===== src/rtl/amm_rdwr_pkg.sv =====
// -----------------------------------------------------------------------------
// amm_rdwr_pkg
// Shared types and constants for the pushbutton-driven Avalon-MM read/write
// master (amm_rdwr_master) and its key debouncer.
//   state_e        : master FSM state encoding (IDLE, WR, RD_REQ, RD_WAIT)
//   TIMEOUT_LIMIT  : RD_WAIT cycle count after which a read is abandoned
//                    (only used when AMM_RDWR_TIMEOUT_EN is defined)
//   TIMEOUT_CODE   : value shown on the display after an abandoned read
// -----------------------------------------------------------------------------
package amm_rdwr_pkg;

  typedef enum logic [1:0] {
    IDLE    = 2'd0,
    WR      = 2'd1,
    RD_REQ  = 2'd2,
    RD_WAIT = 2'd3
  } state_e;

  localparam logic [15:0] TIMEOUT_LIMIT = 16'hFFFF;
  localparam logic [31:0] TIMEOUT_CODE  = 32'hDEADBEEF;

endpackage : amm_rdwr_pkg


===== src/rtl/amm_rdwr_master_key_debounce.sv =====
// -----------------------------------------------------------------------------
// key_debounce
// Synchronises an asynchronous active-low pushbutton into the clk domain,
// filters it, and emits a single-cycle pulse when the filtered level falls.
//
// Ports:
//   clk    in   system clock (rising edge)
//   reset  in   synchronous, active-high; filtered level returns to 1
//   n_key  in   raw asynchronous active-low button
//   press  out  one-cycle pulse on a debounced 1->0 transition
//
// Parameter:
//   DEBOUNCE_CYCLES  number of consecutive cycles the synchronised input must
//                    disagree with the current filtered level before the
//                    filtered level follows it.
// -----------------------------------------------------------------------------
module key_debounce #(
  parameter int DEBOUNCE_CYCLES = 16
) (
  input  logic clk,
  input  logic reset,
  input  logic n_key,
  output logic press
);

  localparam int CNT_W = (DEBOUNCE_CYCLES > 1) ? $clog2(DEBOUNCE_CYCLES) : 1;
  localparam logic [CNT_W-1:0] CNT_MAX = CNT_W'(DEBOUNCE_CYCLES - 1);

  logic             sync1_q, sync1_d;
  logic             sync2_q, sync2_d;
  logic             level_q, level_d;
  logic             press_q, press_d;
  logic [CNT_W-1:0] cnt_q,   cnt_d;

  // The counter only runs while the synchronised input disagrees with the
  // filtered level; any bounce back to agreement restarts it from zero, so a
  // glitch shorter than DEBOUNCE_CYCLES never reaches the filtered level.
  always_comb begin
    sync1_d = n_key;
    sync2_d = sync1_q;
    level_d = level_q;
    cnt_d   = '0;
    if (sync2_q != level_q) begin
      if (cnt_q == CNT_MAX) begin
        level_d = sync2_q;
      end else begin
        cnt_d = cnt_q + 1'b1;
      end
    end
    press_d = level_q & ~level_d;
  end

  always_ff @(posedge clk) begin
    if (reset) begin
      sync1_q <= 1'b1;
      sync2_q <= 1'b1;
      level_q <= 1'b1;
      cnt_q   <= '0;
      press_q <= 1'b0;
    end else begin
      sync1_q <= sync1_d;
      sync2_q <= sync2_d;
      level_q <= level_d;
      cnt_q   <= cnt_d;
      press_q <= press_d;
    end
  end

  assign press = press_q;

endmodule : key_debounce


===== src/rtl/amm_rdwr_master.sv =====
// -----------------------------------------------------------------------------
// amm_rdwr_master
// Board-level Avalon-MM master driven by switches and a pushbutton. A press
// either latches a word address from the switches, or issues a single write
// (switch value as data) or a single pipelined read to that address. The last
// written / read value (or latched address) is presented for a 7-seg display.
//
// Ports:
//   clk                in   single clock, rising edge
//   reset              in   synchronous, active-high
//   rdwr_cntl          in   0 = write, 1 = read
//   n_action           in   asynchronous active-low pushbutton
//   add_data_sel       in   0 = press latches address, 1 = press issues access
//   rdwr_address[15:0] in   switches: word address or write data
//   display_data[31:0] out  value for the display
//   avm_address        out  byte address = BASE_ADDR + 4*addr_reg (wraps)
//   avm_read/avm_write out  registered Avalon commands, never both high
//   avm_byteenable     out  all ones
//   avm_writedata      out  write data
//   avm_readdata       in   read data
//   avm_readdatavalid  in   read response strobe (honoured only in RD_WAIT)
//   avm_waitrequest    in   slave stall
//
// Optional feature (macro AMM_RDWR_TIMEOUT_EN): a 16-bit watchdog in RD_WAIT
// abandons a read after TIMEOUT_LIMIT cycles and shows TIMEOUT_CODE.
// -----------------------------------------------------------------------------
module amm_rdwr_master
  import amm_rdwr_pkg::*;
#(
  parameter int          ADDRESSWIDTH    = 28,
  parameter int          DATAWIDTH       = 32,
  parameter int unsigned BASE_ADDR       = 0,
  parameter int          DEBOUNCE_CYCLES = 16
) (
  input  logic                      clk,
  input  logic                      reset,
  input  logic                      rdwr_cntl,
  input  logic                      n_action,
  input  logic                      add_data_sel,
  input  logic [15:0]               rdwr_address,
  output logic [31:0]               display_data,
  output logic [ADDRESSWIDTH-1:0]   avm_address,
  output logic                      avm_read,
  output logic                      avm_write,
  output logic [DATAWIDTH/8-1:0]    avm_byteenable,
  output logic [DATAWIDTH-1:0]      avm_writedata,
  input  logic [DATAWIDTH-1:0]      avm_readdata,
  input  logic                      avm_readdatavalid,
  input  logic                      avm_waitrequest
);

  state_e                 state_q, state_d;
  logic [15:0]            addr_reg_q, addr_reg_d;
  logic [DATAWIDTH-1:0]   writedata_q, writedata_d;
  logic [31:0]            display_q, display_d;
  logic                   avm_read_q, avm_read_d;
  logic                   avm_write_q, avm_write_d;
  logic                   key_press;
  logic                   timeout_hit;

  key_debounce #(
    .DEBOUNCE_CYCLES (DEBOUNCE_CYCLES)
  ) u_key_debounce (
    .clk   (clk),
    .reset (reset),
    .n_key (n_action),
    .press (key_press)
  );

`ifdef AMM_RDWR_TIMEOUT_EN
  logic [15:0] to_cnt_q, to_cnt_d;

  // Counts cycles spent in RD_WAIT; restarts from zero on every entry.
  always_comb begin
    to_cnt_d = '0;
    if (state_q == RD_WAIT) begin
      to_cnt_d = to_cnt_q + 16'd1;
    end
  end

  // Fires on the TIMEOUT_LIMIT-th RD_WAIT cycle; a valid in that same cycle
  // still wins so real data is never overwritten by the timeout code.
  assign timeout_hit = (state_q == RD_WAIT) && !avm_readdatavalid &&
                       (to_cnt_q == (TIMEOUT_LIMIT - 16'd1));

  always_ff @(posedge clk) begin
    if (reset) begin
      to_cnt_q <= '0;
    end else begin
      to_cnt_q <= to_cnt_d;
    end
  end
`else
  assign timeout_hit = 1'b0;
`endif

  // State register
  always_ff @(posedge clk) begin
    if (reset) begin
      state_q <= IDLE;
    end else begin
      state_q <= state_d;
    end
  end

  // Next-state logic; presses are only acted on in IDLE.
  always_comb begin
    state_d = state_q;
    case (state_q)
      IDLE: begin
        if (key_press && add_data_sel) begin
          state_d = rdwr_cntl ? RD_REQ : WR;
        end
      end
      WR: begin
        if (!avm_waitrequest) state_d = IDLE;
      end
      RD_REQ: begin
        if (!avm_waitrequest) state_d = RD_WAIT;
      end
      RD_WAIT: begin
        if (avm_readdatavalid || timeout_hit) state_d = IDLE;
      end
      default: state_d = IDLE;
    endcase
  end

  // Output / datapath logic. Commands are decoded from the next state and
  // registered, so they rise the cycle after the press and drop the cycle
  // after acceptance, and are mutually exclusive by construction.
  always_comb begin
    addr_reg_d  = addr_reg_q;
    writedata_d = writedata_q;
    display_d   = display_q;
    case (state_q)
      IDLE: begin
        if (key_press) begin
          if (!add_data_sel) begin
            addr_reg_d = rdwr_address;
            display_d  = {16'h0000, rdwr_address};
          end else if (!rdwr_cntl) begin
            writedata_d = DATAWIDTH'({16'h0000, rdwr_address});
          end
        end
      end
      WR: begin
        if (!avm_waitrequest) display_d = 32'(writedata_q);
      end
      RD_WAIT: begin
        if (avm_readdatavalid) begin
          display_d = 32'(avm_readdata);
        end else if (timeout_hit) begin
          display_d = TIMEOUT_CODE;
        end
      end
      default: ;
    endcase
    avm_write_d = (state_d == WR);
    avm_read_d  = (state_d == RD_REQ);
  end

  always_ff @(posedge clk) begin
    if (reset) begin
      addr_reg_q  <= '0;
      writedata_q <= '0;
      display_q   <= '0;
      avm_read_q  <= 1'b0;
      avm_write_q <= 1'b0;
    end else begin
      addr_reg_q  <= addr_reg_d;
      writedata_q <= writedata_d;
      display_q   <= display_d;
      avm_read_q  <= avm_read_d;
      avm_write_q <= avm_write_d;
    end
  end

  // Word address to byte address, offset by BASE_ADDR, wrapping at the bus width.
  assign avm_address    = ADDRESSWIDTH'(BASE_ADDR) + ADDRESSWIDTH'({addr_reg_q, 2'b00});
  assign avm_read       = avm_read_q;
  assign avm_write      = avm_write_q;
  assign avm_byteenable = '1;
  assign avm_writedata  = writedata_q;
  assign display_data   = display_q;

endmodule : amm_rdwr_master

===== config.mk =====
export PLATFORM = sky130hd
export DESIGN_NAME = amm_rdwr_master
export DESIGN_NICKNAME = d
export VERILOG_FILES = /design/src/rtl/amm_rdwr_pkg.sv /design/src/rtl/amm_rdwr_master_key_debounce.sv /design/src/rtl/amm_rdwr_master.sv
export SDC_FILE = /design/constraint.sdc
export NUM_CORES = 1
export LEC_CHECK = 0
export CAP_MARGIN = 20
export CORE_MARGIN = 2
export CORE_UTILIZATION = 45
export DETAILED_ROUTE_END_ITERATION = 8
export PLACE_DENSITY_LB_ADDON = 0.12
export REMOVE_ABC_BUFFERS = 1
export SLEW_MARGIN = 20
export SYNTH_ARGS = -nofsm -noshare
export SYNTH_HDL_FRONTEND = slang
export SYNTH_SLANG_ARGS = --single-unit
export TNS_END_PERCENT = 1

===== constraint.sdc =====
create_clock -name clk -period 3.23 [get_ports clk]
set_input_delay 0.323 -clock clk [delete_from_list [all_inputs] [get_ports clk]]
set_output_delay 0.323 -clock clk [all_outputs]
set_load 0.01 [all_outputs]

==> results of run 1 <==
layer usage:
metal / vias to the layer above / GRT usage, % / part of all wire (%) / wire [um]
met5: - / 0 / 0 / 0
met4: 0 / 8.83 / 1.7 / 149
met3: 12 / 4.77 / 6.7 / 578
met2: 99 / 32.4 / 44 / 3830
met1: 1433 / 26.1 / 47 / 4090
li1: 1507 / - / - / -
kinds of logic (layout without fill, tap and decap cells):
family	Yosys count	in the layout	share of synthesized area (%)
simple gates	125	125	17.5
flops	76	76	43.7
mux	33	33	9.49
xor+xnor	3	3	0.755
other cells	2	32	0.216
fa+ha+maj	1	1	0.359
compound gates	99	99	16.7
buf+inv	64	141	11.3
worst max-delay path, cell delays in order (launching register included):
cell                       delay, ns
sky130_fd_sc_hd__dfxtp_1        0.70
sky130_fd_sc_hd__buf_4          0.37
sky130_fd_sc_hd__nand2_1        0.10
sky130_fd_sc_hd__a21boi_2       0.15
sky130_fd_sc_hd__or2_2          0.50
sky130_fd_sc_hd__o21ai_0        0.20
synthesized netlist by cell type (3+ instances only):
library cell / count / area share (%)
sky130_fd_sc_hd__buf_2: 6 / 0.86
sky130_fd_sc_hd__buf_1: 3 / 0.32
sky130_fd_sc_hd__a21oi_1: 18 / 2.6
sky130_fd_sc_hd__nand2b_1: 34 / 6.1
sky130_fd_sc_hd__a211oi_1: 16 / 3.4
sky130_fd_sc_hd__nand3_1: 4 / 0.57
sky130_fd_sc_hd__dfxtp_1: 76 / 44
sky130_fd_sc_hd__buf_4: 34 / 7.3
sky130_fd_sc_hd__or2_2: 4 / 0.72
sky130_fd_sc_hd__clkbuf_1: 16 / 1.7
sky130_fd_sc_hd__clkbuf_2: 3 / 0.43
sky130_fd_sc_hd__nor2_1: 38 / 4.1
sky130_fd_sc_hd__mux2i_1: 33 / 9.5
sky130_fd_sc_hd__o21ai_0: 47 / 6.8
sky130_fd_sc_hd__nand2_1: 36 / 3.9
sky130_fd_sc_hd__o211ai_1: 16 / 3.4
through the flow:
stage	instance area (sq um)	util (%)
finish	4740	62.4
global route	4740	62.4
CTS	4740	62.4
detailed placement	4570	60.1
global placement	4570	60.1
floorplan	3200	-
area by class of cell:
cell class                      count  area (sq um)  area share (%)
Multi-Input combinational cell    293          1680            35.5
Sequential cell                    76          1520            32.1
Timing Repair Buffer              126          1240            26.2
Clock buffer                       13           159            3.35
Tap cell                          102           128            2.69
Clock inverter                      2          10.0           0.211
registers in the layout, summed over array words and instances, names as in the netlist:
| signal | flops |
|---|---|
| display_data | 32 |
| addr_reg_q | 16 |
| avm_writedata | 16 |
| u_key_debounce.cnt_q | 4 |
| state_q | 2 |
| avm_read | 1 |
| avm_write | 1 |
| u_key_debounce.level_q | 1 |
| u_key_debounce.press | 1 |
| u_key_debounce.sync1_q | 1 |
| u_key_debounce.sync2_q | 1 |
path summary, 6_finish.rpt:
check | start | endpoint | slack (ns) | cells after the start
worst max-delay path | state_q[1]$_SDFF_PP0_ | display_data[10]$_SDFFE_PP0P_ | 1.05 | 5
worst min-delay path | u_key_debounce.sync1_q$_SDFF_PP1_ | u_key_debounce.sync2_q$_SDFF_PP1_ | 0.41 | 1
worst max register to register | state_q[1]$_SDFF_PP0_ | display_data[10]$_SDFFE_PP0P_ | 1.05 | 5
worst min register to register | u_key_debounce.sync1_q$_SDFF_PP1_ | u_key_debounce.sync2_q$_SDFF_PP1_ | 0.41 | 1
where the power goes:
| part | leakage (uW) | internal, uW | switching (uW) | total [uW] |
|---|---|---|---|---|
| logic | 0.00105 | 91.0 | 79.9 | 171 |
| registers | 0.000614 | 945 | 4.20 | 949 |
| clock network | 0.0000893 | 315 | 321 | 636 |
cells in the final DEF, fill, tap and decap left out, drive strengths merged:
| cell type | n |
|---|---|
| xor2 | 1 |
| o21ai | 48 |
| nand2 | 36 |
| a211oi | 16 |
| or4b | 1 |
| clkdlybuf4s50 | 119 |
| or3 | 1 |
| a21boi | 1 |
| conb | 32 |
| o211ai | 16 |
| ha | 1 |
| and4b | 1 |
| a21oi | 18 |
| xnor2 | 2 |
| buf | 7 |
| nor2 | 38 |
| nand3 | 4 |
| mux2i | 33 |
| dfxtp | 76 |
| and2 | 1 |
| or2 | 4 |
| clkinv | 2 |
| and3 | 2 |
| nand2b | 35 |
| nor3 | 1 |
| nor4b | 1 |
| clkbuf | 13 |
==> impl_metrics.csv, run 1 <==
group,metric,value,unit
cells_and_area,flow.area_growth_from_synthesis,36.2,%
synth,synthArstFlopShare,0,%
detailed_routing,detail_route.vias_per_cell,4.99,
cts,tritoncts_clock_tree,"yes",
setup_path,cp-start-kind,"register",
synth,ys.flop_type,"sky130_fd_sc_hd__dfxtp_1",
setup_path,cp.required,3.42,ns
cells_and_area,finalNetCount,562,
global_routing,first_global_vias,2803,
global_routing,pin_count_of_the_biggest_net_entering_global_routing,49,
synth,avgSynthCellArea,8.64,sq um
sta,final_hold_viol_count,0,
placed_design,place_hpwl,5.67,mm
detailed_routing,number_of_optimization_iterations_in_the_first_detailed_route_pass,4,
cts,clk_transition_reported_paths,0.07,ns
setup_path,critical_path_peak_fanout,32,
sta,timing.final.crit_share,67.3,%
detailed_routing,routedWlPerCell,14.1,um
sta,fin_worst_skew,0.00736,ns
placed_design,pre_cts_slack,0.896,ns
floorplanning,boundaryPins,153,
detailed_routing,totalWireLength,8.65,mm
setup_path,worst-setup-path-type,"reg -> reg",
sta,timing.final.ws_setup,1.05,ns
pwr,overall_power,1760,uW
run,max_cap_viol_count,0,
synth,synthCells,403,
sta,tightest_slew,1.08,ns
detailed_routing,drtIter0Drc,133,
global_routing,grt-ovfl-total,0,
detailed_routing,antenna_left,0,
setup_path,endpoint_kind,"register",
cts,cts.root.buffer_cell,"sky130_fd_sc_hd__clkbuf_8",
setup_path,critPathArrivalTime,2.37,ns
pwr,pwr_density,370,nW/um^2
sta,timing.fmax,460,MHz
cts,htreeDepth,3,
sta,final-max-slew-violation-count,0,
run_status,status,"finished, final reports clean",
cells_and_area,fillCellCount,722,
placed_design,post-place-cells,597,
placed_design,port_buffer_count,120,
floorplanning,effective_utilization_at_floorplan,45.8,%
cts,cts_post_setup_buffers_inserted,0,
floorplanning,core-area,7610,sq um
placed_design,gp_congestion,0.732,
synth,synthDistinctLibCells,31,
sta,timing.slew.headroom,27.9,%
floorplanning,dieArea,8460,sq um
sta,grt_setup_unrepaired,"false",
cts,clock_latency,0.33,ns
cells_and_area,antenna_cell_count,0,
global_routing,first_pass_grt_wire_length,13.7,mm
sta,timing.setup.tns,0,ns
detailed_routing,drc,0,
floorplanning,num_rows,32,
cts,cts_num_sinks,76,
cts,cts-root-to-sink-buffers,2,
cts,numCtsBuffers,9,
synth,ys_warn_count,0,
sta,fin_crit,2.18,ns
global_routing,global_route_usage_over_all_layers,20.3,%
sta,setup_violations,0,
pwr,static-leakage-power,0.00175,uW
floorplanning,fp.dieH,92.0,um
hold_path,min_path_type,"reg -> reg",
floorplanning,dieWidth,92.0,um
detailed_routing,via_count,3051,
synth,synth.cell_area,3480,sq um
cts,cts_resized,0,
synth,synth_enable_flop_cells,0,
cells_and_area,post_layout_nonfiller_instances,612,
cts,cts_hold_buf,0,
pwr,peakVddDrop,0.184,mV
synth,synth-seq-cells,76,
sta,worst_hold_slack,0.412,ns
synth,synth-seq-area-share,43.7,%
cells_and_area,final_layout_size_suffix_gt1_share,5.29,%
global_routing,antenna_found_initial,0,
Note: power is estimated with default switching activity, not from simulation.
==> run 2, diff against run 1 <==
Settings changed: CORE_UTILIZATION 45 to 38.
Clock period 3.23 ns to 1.8 ns, I/O delays scaled along.
==> impl_metrics.csv, run 2 (synthesis gave the netlist of run 1 again) <==
group,metric,value,unit
cts,clock_latency,0.35,ns
setup_path,critical_path.endpoint,"avm_write$_SDFF_PP0_",
cells_and_area,most_frequent_cells_in_the_layout,"sky130_fd_sc_hd__clkdlybuf4s50_1 (119), sky130_fd_sc_hd__dfxtp_1 (76), sky130_fd_sc_hd__o21ai_0 (47)",
cts,htreeDepth,3,
cts,cts_resized,0,
cells_and_area,final_layout_size_suffix_gt1_share,7.66,%
sta,timing.setup.tns,0,ns
setup_path,critical_path_peak_fanout,11,
cts,cts_post_setup_buffers_inserted,0,
cts,tritoncts_clock_tree,"yes",
sta,fin_crit,1.52,ns
setup_path,worst-setup-path-type,"reg -> reg",
global_routing,first_global_vias,3035,
floorplanning,num_rows,34,
cells_and_area,layout_commonest_cell,"sky130_fd_sc_hd__clkdlybuf4s50_1",
global_routing,grt-ovfl-total,0,
placed_design,gp_congestion,0.769,
run,max_cap_viol_count,0,
pwr,overall_power,3540,uW
global_routing,pin_count_of_the_biggest_net_entering_global_routing,64,
setup_path,slowest_library_cell_on_the_worst_path,"sky130_fd_sc_hd__or4b_1",
setup_path,crit_path_cell_trace,"nand2b_4 > or4b_1 > buf_4 > a21oi_1 > and2_1",
detailed_routing,antenna_left,0,
sta,timing.final.crit_share,84.4,%
sta,final_hold_viol_count,0,
pwr,static-leakage-power,0.00184,uW
cts,cts.root.buffer_cell,"sky130_fd_sc_hd__clkbuf_8",
sta,worst_hold_slack,0.250,ns
cts,cts_num_sinks,76,
global_routing,global_route_usage_over_all_layers,18.5,%
floorplanning,fp.dieH,99.7,um
sta,final-max-slew-violation-count,0,
hold_path,min_path_type,"in -> reg",
placed_design,port_buffer_count,120,
floorplanning,core-area,8810,sq um
detailed_routing,drc,0,
setup_path,reg2reg_slack,0.28,ns
placed_design,place_hpwl,6.28,mm
setup_path,timing.critical_path.slowest_cell_delay,0.48,ns
global_routing,first_pass_grt_wire_length,14.8,mm
cells_and_area,fillCellCount,797,
cells_and_area,antenna_cell_count,0,
detailed_routing,detail_route.vias_per_cell,4.91,
detailed_routing,via_count,3092,
setup_path,rr_endpoint,"avm_write$_SDFF_PP0_",
detailed_routing,drtIter0Drc,87,
sta,setup_violations,0,
detailed_routing,routedWlPerCell,14.7,um
global_routing,antenna_found_initial,0,
floorplanning,dieWidth,99.7,um
cells_and_area,post-route-util,55.9,%
floorplanning,boundaryPins,153,
detailed_routing,totalWireLength,9.29,mm
cells_and_area,finalNetCount,573,
floorplanning,dieArea,9950,sq um
cts,clk_transition_reported_paths,0.08,ns
detailed_routing,number_of_optimization_iterations_in_the_first_detailed_route_pass,4,
setup_path,endpoint_kind,"register",
setup_path,crit-reg2reg-launch,"state_q[0]$_SDFF_PP0_",
setup_path,startpoint,"state_q[0]$_SDFF_PP0_",
setup_path,critPathArrivalTime,1.81,ns
pwr,peakVddDrop,0.424,mV
run_status,status,"finished, final reports clean",
cells_and_area,largest_register_ffs,32,
sta,grt_setup_unrepaired,"false",
cells_and_area,flow.area_growth_from_synthesis,41.5,%
cts,cts_hold_buf,0,
floorplanning,effective_utilization_at_floorplan,39.5,%
setup_path,cp.required,2.09,ns
cts,numCtsBuffers,9,
cts,cts-root-to-sink-buffers,2,
sta,fin_worst_skew,0.00905,ns
setup_path,cp-start-kind,"register",
sta,timing.fmax,658,MHz
pwr,pwr_density,719,nW/um^2
setup_path,worstRegToRegCells,5,
run 2: final cells by class:
| cell class | count | area [sq um] | area share [%] |
|---|---|---|---|
| Multi-Input combinational cell | 293 | 1680 | 34.2 |
| Tap cell | 108 | 135 | 2.74 |
| Clock inverter | 3 | 67.6 | 1.37 |
| Clock buffer | 13 | 169 | 3.43 |
| Sequential cell | 76 | 1520 | 30.9 |
| Timing Repair Buffer | 137 | 1350 | 27.4 |
run 2: per-layer routing:
metal	global-route usage [%]	part of all wire [%]	vias to the layer above
met2	32.4	47	104
met4	5.48	1.3	0
met1	21.9	44	1438
li1	-	-	1539
met3	5.41	7.4	11
met5	0	0	-
run 2: worst max-delay path, delay by kind of cell (launching register included):
family | cells | cell delay [ns]
buf+inv | 1 | 0.22
simple gates | 3 | 0.76
compound gates | 1 | 0.16
flops | 1 | 0.33
run 2: where the power goes:
part           internal [uW]  switching (uW)  total [uW]
clock network            896             628        1520
logic                    172             144         316
registers               1690            8.13        1700
run 2: worst min path at each step:
stage,cells past startpoint,slack [ns],end,from
floorplan,1,0.25,addr_reg_q[0]$_SDFFE_PP0P_,reset
global placement,1,0.40,u_key_debounce.sync2_q$_SDFF_PP1_,u_key_debounce.sync1_q$_SDFF_PP1_
detailed placement,1,0.40,u_key_debounce.sync2_q$_SDFF_PP1_,u_key_debounce.sync1_q$_SDFF_PP1_
CTS,2,0.23,avm_writedata[14]$_SDFFE_PP0P_,reset
global route,2,0.26,avm_writedata[14]$_SDFFE_PP0P_,reset
finish,2,0.25,avm_writedata[14]$_SDFFE_PP0P_,reset
run 2: per-stage QoR:
stage / cells / setup slack [ns] / instance area [sq um]
floorplan: 369 / -2.08 / 3200
global placement: 614 / 0.0979 / 4690
detailed placement: 614 / 0.0769 / 4690
CTS: 630 / 0.272 / 4930
global route: 630 / 0.168 / 4930
finish: 630 / 0.281 / 4930
==> run 3, diff against run 2 <==
Settings changed: CORE_UTILIZATION 38 to 42.
Clock period 1.8 ns to 1.4 ns, I/O delays scaled along.
==> impl_metrics.csv, run 3 (synthesis gave the netlist of run 1 again) <==
group,metric,value,unit
run_status,status,"finished, violations left",
run_status,violated_checks,"negative setup slack",
cts,cts.root.buffer_cell,"sky130_fd_sc_hd__clkbuf_8",
cts,clock_latency,0.34,ns
setup_path,cp-start-kind,"register",
sta,final_hold_viol_count,0,
sta,timing.final.crit_share,108,%
floorplanning,fp.dieH,95.1,um
sta,worst_hold_slack,0.149,ns
cts,cts_hold_buf,0,
floorplanning,boundaryPins,153,
detailed_routing,detail_route.vias_per_cell,4.94,
run,max_cap_viol_count,0,
cells_and_area,antenna_cell_count,0,
floorplanning,core-area,8130,sq um
sta,fin_worst_skew,0.00843,ns
sta,grt_setup_unrepaired,"true",
setup_path,critical_path_peak_fanout,9,
detailed_routing,number_of_optimization_iterations_in_the_first_detailed_route_pass,4,
cts,tritoncts_clock_tree,"yes",
pwr,static-leakage-power,0.00236,uW
cells_and_area,layout_commonest_cell,"sky130_fd_sc_hd__clkdlybuf4s50_1",
hold_path,min_path_type,"in -> reg",
sta,timing.final.ws_setup,-0.118,ns
setup_path,timing.critical_path.slowest_cell_delay,0.52,ns
sta,final-max-slew-violation-count,0,
detailed_routing,drtIter0Drc,112,
global_routing,first_global_vias,2916,
sta,timing.fmax,659,MHz
detailed_routing,routedWlPerCell,14.7,um
cts,clk_transition_reported_paths,0.07,ns
pwr,pwr_density,839,nW/um^2
global_routing,first_pass_grt_wire_length,14.3,mm
global_routing,antenna_found_initial,0,
floorplanning,effective_utilization_at_floorplan,42.8,%
setup_path,crit_path_cell_trace,"nand2b_4 > or4b_4 > buf_6 > mux2i_1 > nor2_1",
detailed_routing,totalWireLength,9.29,mm
placed_design,place_hpwl,6.45,mm
cells_and_area,post-route-util,62.0,%
cells_and_area,flow.area_growth_from_synthesis,44.8,%
cells_and_area,finalNetCount,579,
sta,fin_crit,1.52,ns
cells_and_area,most_frequent_cells_in_the_layout,"sky130_fd_sc_hd__clkdlybuf4s50_1 (82), sky130_fd_sc_hd__dfxtp_1 (75), sky130_fd_sc_hd__nor2_1 (38)",
detailed_routing,antenna_left,0,
setup_path,critPathArrivalTime,1.74,ns
detailed_routing,via_count,3119,
setup_path,slowest_library_cell_on_the_worst_path,"sky130_fd_sc_hd__or4b_4",
placed_design,postPlaceCellArea,4740,sq um
sta,timing.setup.tns,-2.24,ns
cells_and_area,layout.cell_area.non_filler,5040,sq um
global_routing,global_route_usage_over_all_layers,20.5,%
placed_design,gp_congestion,0.798,
global_routing,grt-ovfl-total,0,
global_routing,pin_count_of_the_biggest_net_entering_global_routing,41,
cells_and_area,final_layout_size_suffix_gt1_share,9.11,%
setup_path,endpoint_kind,"register",
setup_path,cp.required,1.62,ns
cts,cts_num_sinks,76,
sta,setup_violations,50,
detailed_routing,drc,0,
cts,numCtsBuffers,9,
cts,cts-root-to-sink-buffers,2,
setup_path,largest_delay_share_family_worst_path,"simple AND/OR/NAND/NOR gates",
floorplanning,num_rows,33,
pwr,overall_power,4230,uW
cells_and_area,largest_register_ffs,32,
cts,htreeDepth,3,
pwr,peakVddDrop,0.451,mV
floorplanning,dieWidth,95.1,um
floorplanning,dieArea,9040,sq um
setup_path,critPathBufInv,1,
placed_design,port_buffer_count,120,
setup_path,worst-setup-path-type,"reg -> reg",
run 3: cell count changes in the layout (fill, tap and decap cells not counted), sizes merged:
cell	change
buf	+6
bufinv	-1
clkdlybuf4s50	-37
clkinv	+1
clkinvlp	-1
dlygate4sd2	+15
dlymetal6s2s	+22
run 3: what timing repair did:
action	in CTS	in global routing
pin swaps	0	2
resized for setup	27	49
endpoints found under the setup margin	67	89
setup buffers	0	0
gates cloned	0	1
run 3: per-stage QoR:
stage,cells,worst slack [ns]
4_1_cts,631,-0.0864
3_3_place_gp,616,-0.274
6_report,632,-0.118
2_1_floorplan,369,-2.48
3_5_place_dp,616,-0.296
5_1_grt,632,-0.155
run 3: final timing paths:
path,startpoint,end,slack (ns),cells past startpoint
worst min-delay path,reset,addr_reg_q[9]$_SDFFE_PP0P_,0.15,2
worst max-delay path,state_q[0]$_SDFF_PP0_,avm_writedata[9]$_SDFFE_PP0P_,-0.12,5
worst max register to register,state_q[0]$_SDFF_PP0_,avm_writedata[9]$_SDFFE_PP0P_,-0.12,5
worst min register to register,u_key_debounce.sync1_q$_SDFF_PP1_,u_key_debounce.sync2_q$_SDFF_PP1_,0.42,1
run 3: layout make-up:
cell class                      count  area, sq um
Timing Repair Buffer              143         1500
Fill cell                         750         3090
Multi-Input combinational cell    293         1710
Tap cell                          105          131
Clock buffer                       13          149
Sequential cell                    76         1520
Clock inverter                      2         35.0
run 3: worst register-to-register path, cell delays in order, from the launching register on:
cell and delay, ns:
sky130_fd_sc_hd__dfxtp_2 0.34, sky130_fd_sc_hd__nand2b_4 0.14, sky130_fd_sc_hd__or4b_4 0.52, sky130_fd_sc_hd__buf_6 0.18
sky130_fd_sc_hd__mux2i_1 0.17, sky130_fd_sc_hd__nor2_1 0.06
run 3: report_power, final:
| part | total [uW] | internal, uW | leakage [uW] | switching (uW) |
|---|---|---|---|---|
| clock network | 1610 | 863 | 0.0000935 | 749 |
| registers | 2190 | 2180 | 0.000614 | 9.87 |
| logic | 430 | 235 | 0.00165 | 195 |
run 3: per-layer routing:
metal	track usage, %	wire, um	part of all wire (%)	vias up
met3	5.06	609	6.6	16
met4	7.73	164	1.8	0
li1	-	-	-	1551
met5	0	0	0	-
met2	33.6	4310	46	109
met1	26.0	4210	45	1443
